### config.mk
export PLATFORM = sky130hd
export DESIGN_NAME = add_sub_arbiter
export DESIGN_NICKNAME = d
export VERILOG_FILES = /design/src/rtl/add_sub_arbiter_pkg.sv /design/src/rtl/add_sub.sv /design/src/rtl/add_sub_arbiter_rr_pick.sv /design/src/rtl/add_sub_arbiter.sv
export SDC_FILE = /design/constraint.sdc
export NUM_CORES = 1
export LEC_CHECK = 0
export ABC_AREA = 1
export CAP_MARGIN = 0
export CORE_UTILIZATION = 44
export DETAILED_ROUTE_END_ITERATION = 12
export PLACE_DENSITY = 0.84
export SYNTH_ARGS = -nofsm -noshare
export SYNTH_HDL_FRONTEND = slang
export SYNTH_HIERARCHICAL = 1
export SYNTH_SLANG_ARGS = --single-unit
export TNS_END_PERCENT = 1
### constraint.sdc
create_clock -name clk -period 2.15 [get_ports clk]
set_input_delay 0.3225 -clock clk [delete_from_list [all_inputs] [get_ports clk]]
set_output_delay 0.3225 -clock clk [all_outputs]
set_load 0.02 [all_outputs]
### src/rtl/add_sub_arbiter_pkg.sv
// add_sub_arbiter_pkg: shared FSM encodings and helpers for the add/sub arbiter
package add_sub_arbiter_pkg;
  typedef enum logic [1:0] {
    IDLE = 2'd0,
    EXEC = 2'd1,
    DONE = 2'd2
  } state_t;
  function automatic int wrap_inc(input int v, input int n);
    return (v + 1 >= n) ? 0 : v + 1;
  endfunction
endpackage

### src/rtl/add_sub.sv
// add_sub: WIRE-bit adder/subtractor; in subtract mode cin is a borrow-in and cout a borrow-out
module add_sub #(
  parameter int WIRE = 8
) (
  input  logic [WIRE-1:0] a,
  input  logic [WIRE-1:0] b,
  input  logic            cin,
  input  logic            sub,
  output logic [WIRE-1:0] s,
  output logic            cout
);
  logic [WIRE:0] ext_a, ext_b, ext_c;
  assign ext_a = {1'b0, a};
  assign ext_b = {1'b0, b};
  assign ext_c = {{WIRE{1'b0}}, cin};
  assign {cout, s} = sub ? ext_a - ext_b - ext_c : ext_a + ext_b + ext_c;
endmodule

### src/rtl/add_sub_arbiter_rr_pick.sv
// rr_pick: combinational round-robin selector, first valid index at or after ptr
module rr_pick #(
  parameter int NREQ = 4,
  parameter int IDW  = 2
) (
  input  logic [NREQ-1:0] req_valid,
  input  logic [IDW-1:0]  ptr,
  output logic [NREQ-1:0] grant,
  output logic [IDW-1:0]  g,
  output logic            any
);
  logic [NREQ-1:0] rot;
  logic [IDW:0]    off, sum;
  always_comb begin
    rot = NREQ'({req_valid, req_valid} >> ptr);
    off = '0;
    for (int k = NREQ - 1; k >= 0; k--)
      if (rot[k]) off = (IDW+1)'(k);
    sum = off + {1'b0, ptr};
    g = IDW'(sum >= (IDW+1)'(NREQ) ? sum - (IDW+1)'(NREQ) : sum);
    any = |req_valid;
    grant = any ? NREQ'(1) << g : '0;
  end
endmodule

### src/rtl/add_sub_arbiter.sv
// add_sub_arbiter: round-robin sharing of one add_sub datapath among NREQ requesters
module add_sub_arbiter
  import add_sub_arbiter_pkg::*;
#(
  parameter int WIRE = 8,
  parameter int NREQ = 4,
  parameter int IDW  = 2
) (
  input  logic                 clk,
  input  logic                 rst_n,
  input  logic [NREQ-1:0]      req_valid,
  output logic [NREQ-1:0]      req_ready,
  input  logic [NREQ*WIRE-1:0] req_a,
  input  logic [NREQ*WIRE-1:0] req_b,
  input  logic [NREQ-1:0]      req_cin,
  input  logic [NREQ-1:0]      req_sub,
  output logic                 resp_valid,
  input  logic                 resp_ready,
  output logic [IDW-1:0]       resp_id,
  output logic [WIRE-1:0]      resp_s,
  output logic                 resp_cout,
  output logic                 busy
);
  state_t          state, state_nx;
  logic [IDW-1:0]  ptr, id, g;
  logic [NREQ-1:0] grant;
  logic            any;
  logic [WIRE-1:0] a_q, b_q, sum_s;
  logic            cin_q, sub_q, sum_c;
  logic [WIRE-1:0] a_arr [NREQ];
  logic [WIRE-1:0] b_arr [NREQ];
  for (genvar i = 0; i < NREQ; i++) begin : g_unpack
    assign a_arr[i] = req_a[i*WIRE +: WIRE];
    assign b_arr[i] = req_b[i*WIRE +: WIRE];
  end
  rr_pick #(.NREQ(NREQ), .IDW(IDW)) u_pick (
    .req_valid(req_valid),
    .ptr      (ptr),
    .grant    (grant),
    .g        (g),
    .any      (any)
  );
  add_sub #(.WIRE(WIRE)) u_add_sub (
    .a   (a_q),
    .b   (b_q),
    .cin (cin_q),
    .sub (sub_q),
    .s   (sum_s),
    .cout(sum_c)
  );
  // grants are suppressed while reset is held so nothing is accepted into a discarded slot
  assign req_ready = (state == IDLE && rst_n) ? grant : '0;
  assign busy = state != IDLE;
  always_comb begin
    state_nx = state;
    if (state == IDLE) state_nx = any ? EXEC : IDLE;
    if (state == EXEC) state_nx = DONE;
    if (state == DONE) state_nx = resp_ready ? IDLE : DONE;
  end
  always_ff @(posedge clk or negedge rst_n) begin
    if (!rst_n) begin
      state      <= IDLE;
      ptr        <= '0;
      id         <= '0;
      a_q        <= '0;
      b_q        <= '0;
      cin_q      <= 1'b0;
      sub_q      <= 1'b0;
      resp_valid <= 1'b0;
      resp_id    <= '0;
      resp_s     <= '0;
      resp_cout  <= 1'b0;
    end else begin
      state <= state_nx;
      if (state == IDLE && any) begin
        a_q   <= a_arr[g];
        b_q   <= b_arr[g];
        cin_q <= req_cin[g];
        sub_q <= req_sub[g];
        id    <= g;
      end
      if (state == EXEC) begin
        resp_s     <= sum_s;
        resp_cout  <= sum_c;
        resp_id    <= id;
        resp_valid <= 1'b1;
      end
      // the served requester drops to lowest priority
      if (state == DONE && resp_ready) begin
        resp_valid <= 1'b0;
        ptr        <= IDW'(wrap_inc(int'(id), NREQ));
      end
    end
  end
endmodule
==> key figures <==
Outcome
  – Outcome: finished, violations left
  – Violated checks: negative setup slack

Final layout
  – Layout area overhead: 39.1%
  – Most frequent cells in the layout: nand2_1, clkdlybuf4s50_1, inv_1
  – Leading cell type in the layout, fill and taps excluded: nand2_1
  – Nets: 754
  – Finished Layout Cells: 747
  – Utilization after layout: approximately 64%
  – # fillers: between 600 and 700
  – Finished Cell Area: approximately 4700 um2
  – ANT cells: 0
  – Fraction of layout cells with a size suffix above 1: between 10% and 20%

Logic synthesis
  – Mean post-synth cell area: between 6 and 7 um2
  – Synth top area share: 26.7%
  – Synth area leader: nand2_1
  – Synthesis Warnings: 6
  – Syn nets: around 650
  – Cells after Synth: 548
  – Synthesized cell area: ~3400 um2
  – Register area share after synthesis: a little over a quarter
  – Yosys cell types: 30
  – Synth top area cells: nand2_1, dfrtp_1, nand3_1
  – Post-synthesis register bit count: 36

Clock network
  – CTS max path bufs: 2
  – Post-CTS Hold Buffers: 0
  – Clk Latency, worst-skew pair: between 200 and 300 ps
  – CTS tree: yes
  – CTS Sinks: 36
  – H-tree Lvls: 2
  – Root Buffer: clkbuf_8
  – TritonCTS Buffers: 5
  – Worst-path clk slew: roughly 70 ps

STA
  – RSZ-0062 raised after global routing: true
  – Final setup TNS: -6220 ps
  – Worst Tran Pin Value: approximately 440 ps
  – Worst clock skew: 2.73 ps
  – Relative slew slack: a little under three quarters
  – Final worst setup slack: -473 ps
  – Final hold violation count: 0
  – Max Transition Viols Final: 0
  – Fmax: around 380 MHz
  – Final setup vio count: 23
  – Crit path time final: about 2600 ps
  – Crit share post-route: 122%

Routing
  – Drt initial violations: 172
  – Routed vias/inst: 4.82
  – DR WL/cell: between 10 and 15 um
  – Post-DRT Antenna Nets: 0
  – DRT Wirelength: around 8600 um
  – Via count: approximately 3600
  – TritonRoute pass-1 iters: 5
  – DRC viols: 0

Setup path
  – Crit. Startpoint: ptr[0]$_DFFE_PN0P_
  – CP Max Fanout: 7
  – CP startpoint kind: register
  – CP Capture Type: output pin
  – CP required: between 1500 and 2000 ps
  – Crit path DAT: approximately 2300 ps
  – Worst reg2reg startpoint: ptr[0]$_DFFE_PN0P_
  – Critical path class: reg2out

GRT
  – Antenna violations before repair: 0
  – Largest net degree at the start of global routing: 38
  – Gr ovfl total: 0
  – GRT Overall Usage: a little over a fifth
  – First-pass GRT wire length: between 10000 and 15000 um
  – Vias in the first global route: ~3500

Floorplan
  – Core area: between 7000 and 8000 um2
  – Die span in x: between 90 and 100 um
  – Rows: 31
  – Initial Util: between 40% and 50%
  – Die H: approximately 90 um
  – Die ar.: roughly 8100 um2
  – Ports: 96

Placement
  – Port bufs: 95
  – Placed cell count: about 740
  – Routability cong.: roughly 0.92
  – Placed Area: about 4500 um2
  – Hpwl dp: slightly below 7000 um

Min path
  – Hold crit path type: in2async

Pwr
  – P per Cell Area: roughly 360 nW/um2
  – Max VDD drop: between 200 and 250 uV
  – Static leakage: between 2 and 3 nW

Run
  – Max cap viols: 0
## per-layer routing
metal	up-vias	track usage [%]	routed length [um]
met5	-	0	0
met4	0	8.47	211
met3	25	2.28	475
met2	138	38.4	4170
met1	1574	26.5	3770
li1	1867	-	-
## area by class of cell
type,count,area (um2),area share [%]
clock buffers,7,96.3,2.03
inverters,91,353,7.43
multi-input cells,404,2210,46.5
flip-flops and latches,36,903,19.0
well taps,99,124,2.61
repair buffers,110,1060,22.4
## critical path, stage by stage, from the launching register on
cell and delay (ps):
dfrtp_2 480, inv_4 120, nand2_2 70, nand3_1 70, nand2_1 70, a21boi_2 160, ha_2 190, xnor2_2 230
nand3_2 150, buf_6 150, nand2_4 70, nor2_2 30, inv_1 60, nor2_2 40, buf_6 130
## power breakdown
group	leakage [nW]	total [mW]	switching (mW)	internal [mW]
Combinational	2.06	0.489	0.243	0.246
Clock	0.0503	0.513	0.227	0.285
Sequential	0.462	0.696	0.00988	0.686
## state kept, by name, summed over array words and instances (netlist names), 2 cells and up
register and count:
b_q 8, resp_s 8, ptr 2, a_q 8
id 2, resp_id 2, state 2
## metrics by stage
step           power (mW)  worst slack [ps]  hold WS [ps]
2_1_floorplan       0.957             -42.1          26.9
3_3_place_gp         1.15              -845           403
3_5_place_dp         1.16              -978           408
4_1_cts              1.68              -417           101
5_1_grt              1.79              -594           133
6_report             1.70              -473          92.0
## worst paths after layout
path / slack, ps / cells after the start / endpoint
max reg2reg: -410 / 16 / b_q[1]$_DFFE_PN0P_
min in group clk: 470 / 2 / resp_s[7]$_DFFE_PN0P_
min: 90 / 2 / resp_valid$_DFFE_PN0P_
max: -470 / 14 / req_ready[0]
max in group asynchronous: 1730 / 2 / ptr[0]$_DFFE_PN0P_
min reg2reg: 470 / 2 / resp_s[7]$_DFFE_PN0P_
## cells in the mapped netlist (all sizes together)
| cell type | instances |
|---|---|
| a21oi | 11 |
| o21ai | 10 |
| xor2 | 4 |
| fa | 4 |
| dfrtp | 36 |
| or2 | 1 |
| nand2 | 250 |
| clkinv | 2 |
| and2 | 1 |
| nor2 | 19 |
| ha | 23 |
| xnor2 | 2 |
| buf | 17 |
| a21boi | 1 |
| nand3 | 76 |
| inv | 89 |
| nand4 | 2 |
## logic make-up after synthesis
logic type	after synthesis	synth area share, %
AOI/OAI and AO/OA	22	3.52
DFF	36	26.4
buffers and inverters	108	13.9
and+or+nand+nor	349	43.9
xor gates and xnor gates	6	1.54
adders and majority gates	27	10.8
## repair_timing
action                     in CTS  in global routing
gates cloned                    0                  0
pin swaps                       8                 15
setup endpoints to repair      25                 29
gates resized for setup        41                 34
buffers inserted                1                  0
No activity file was read; power rests on OpenSTA's default activity.
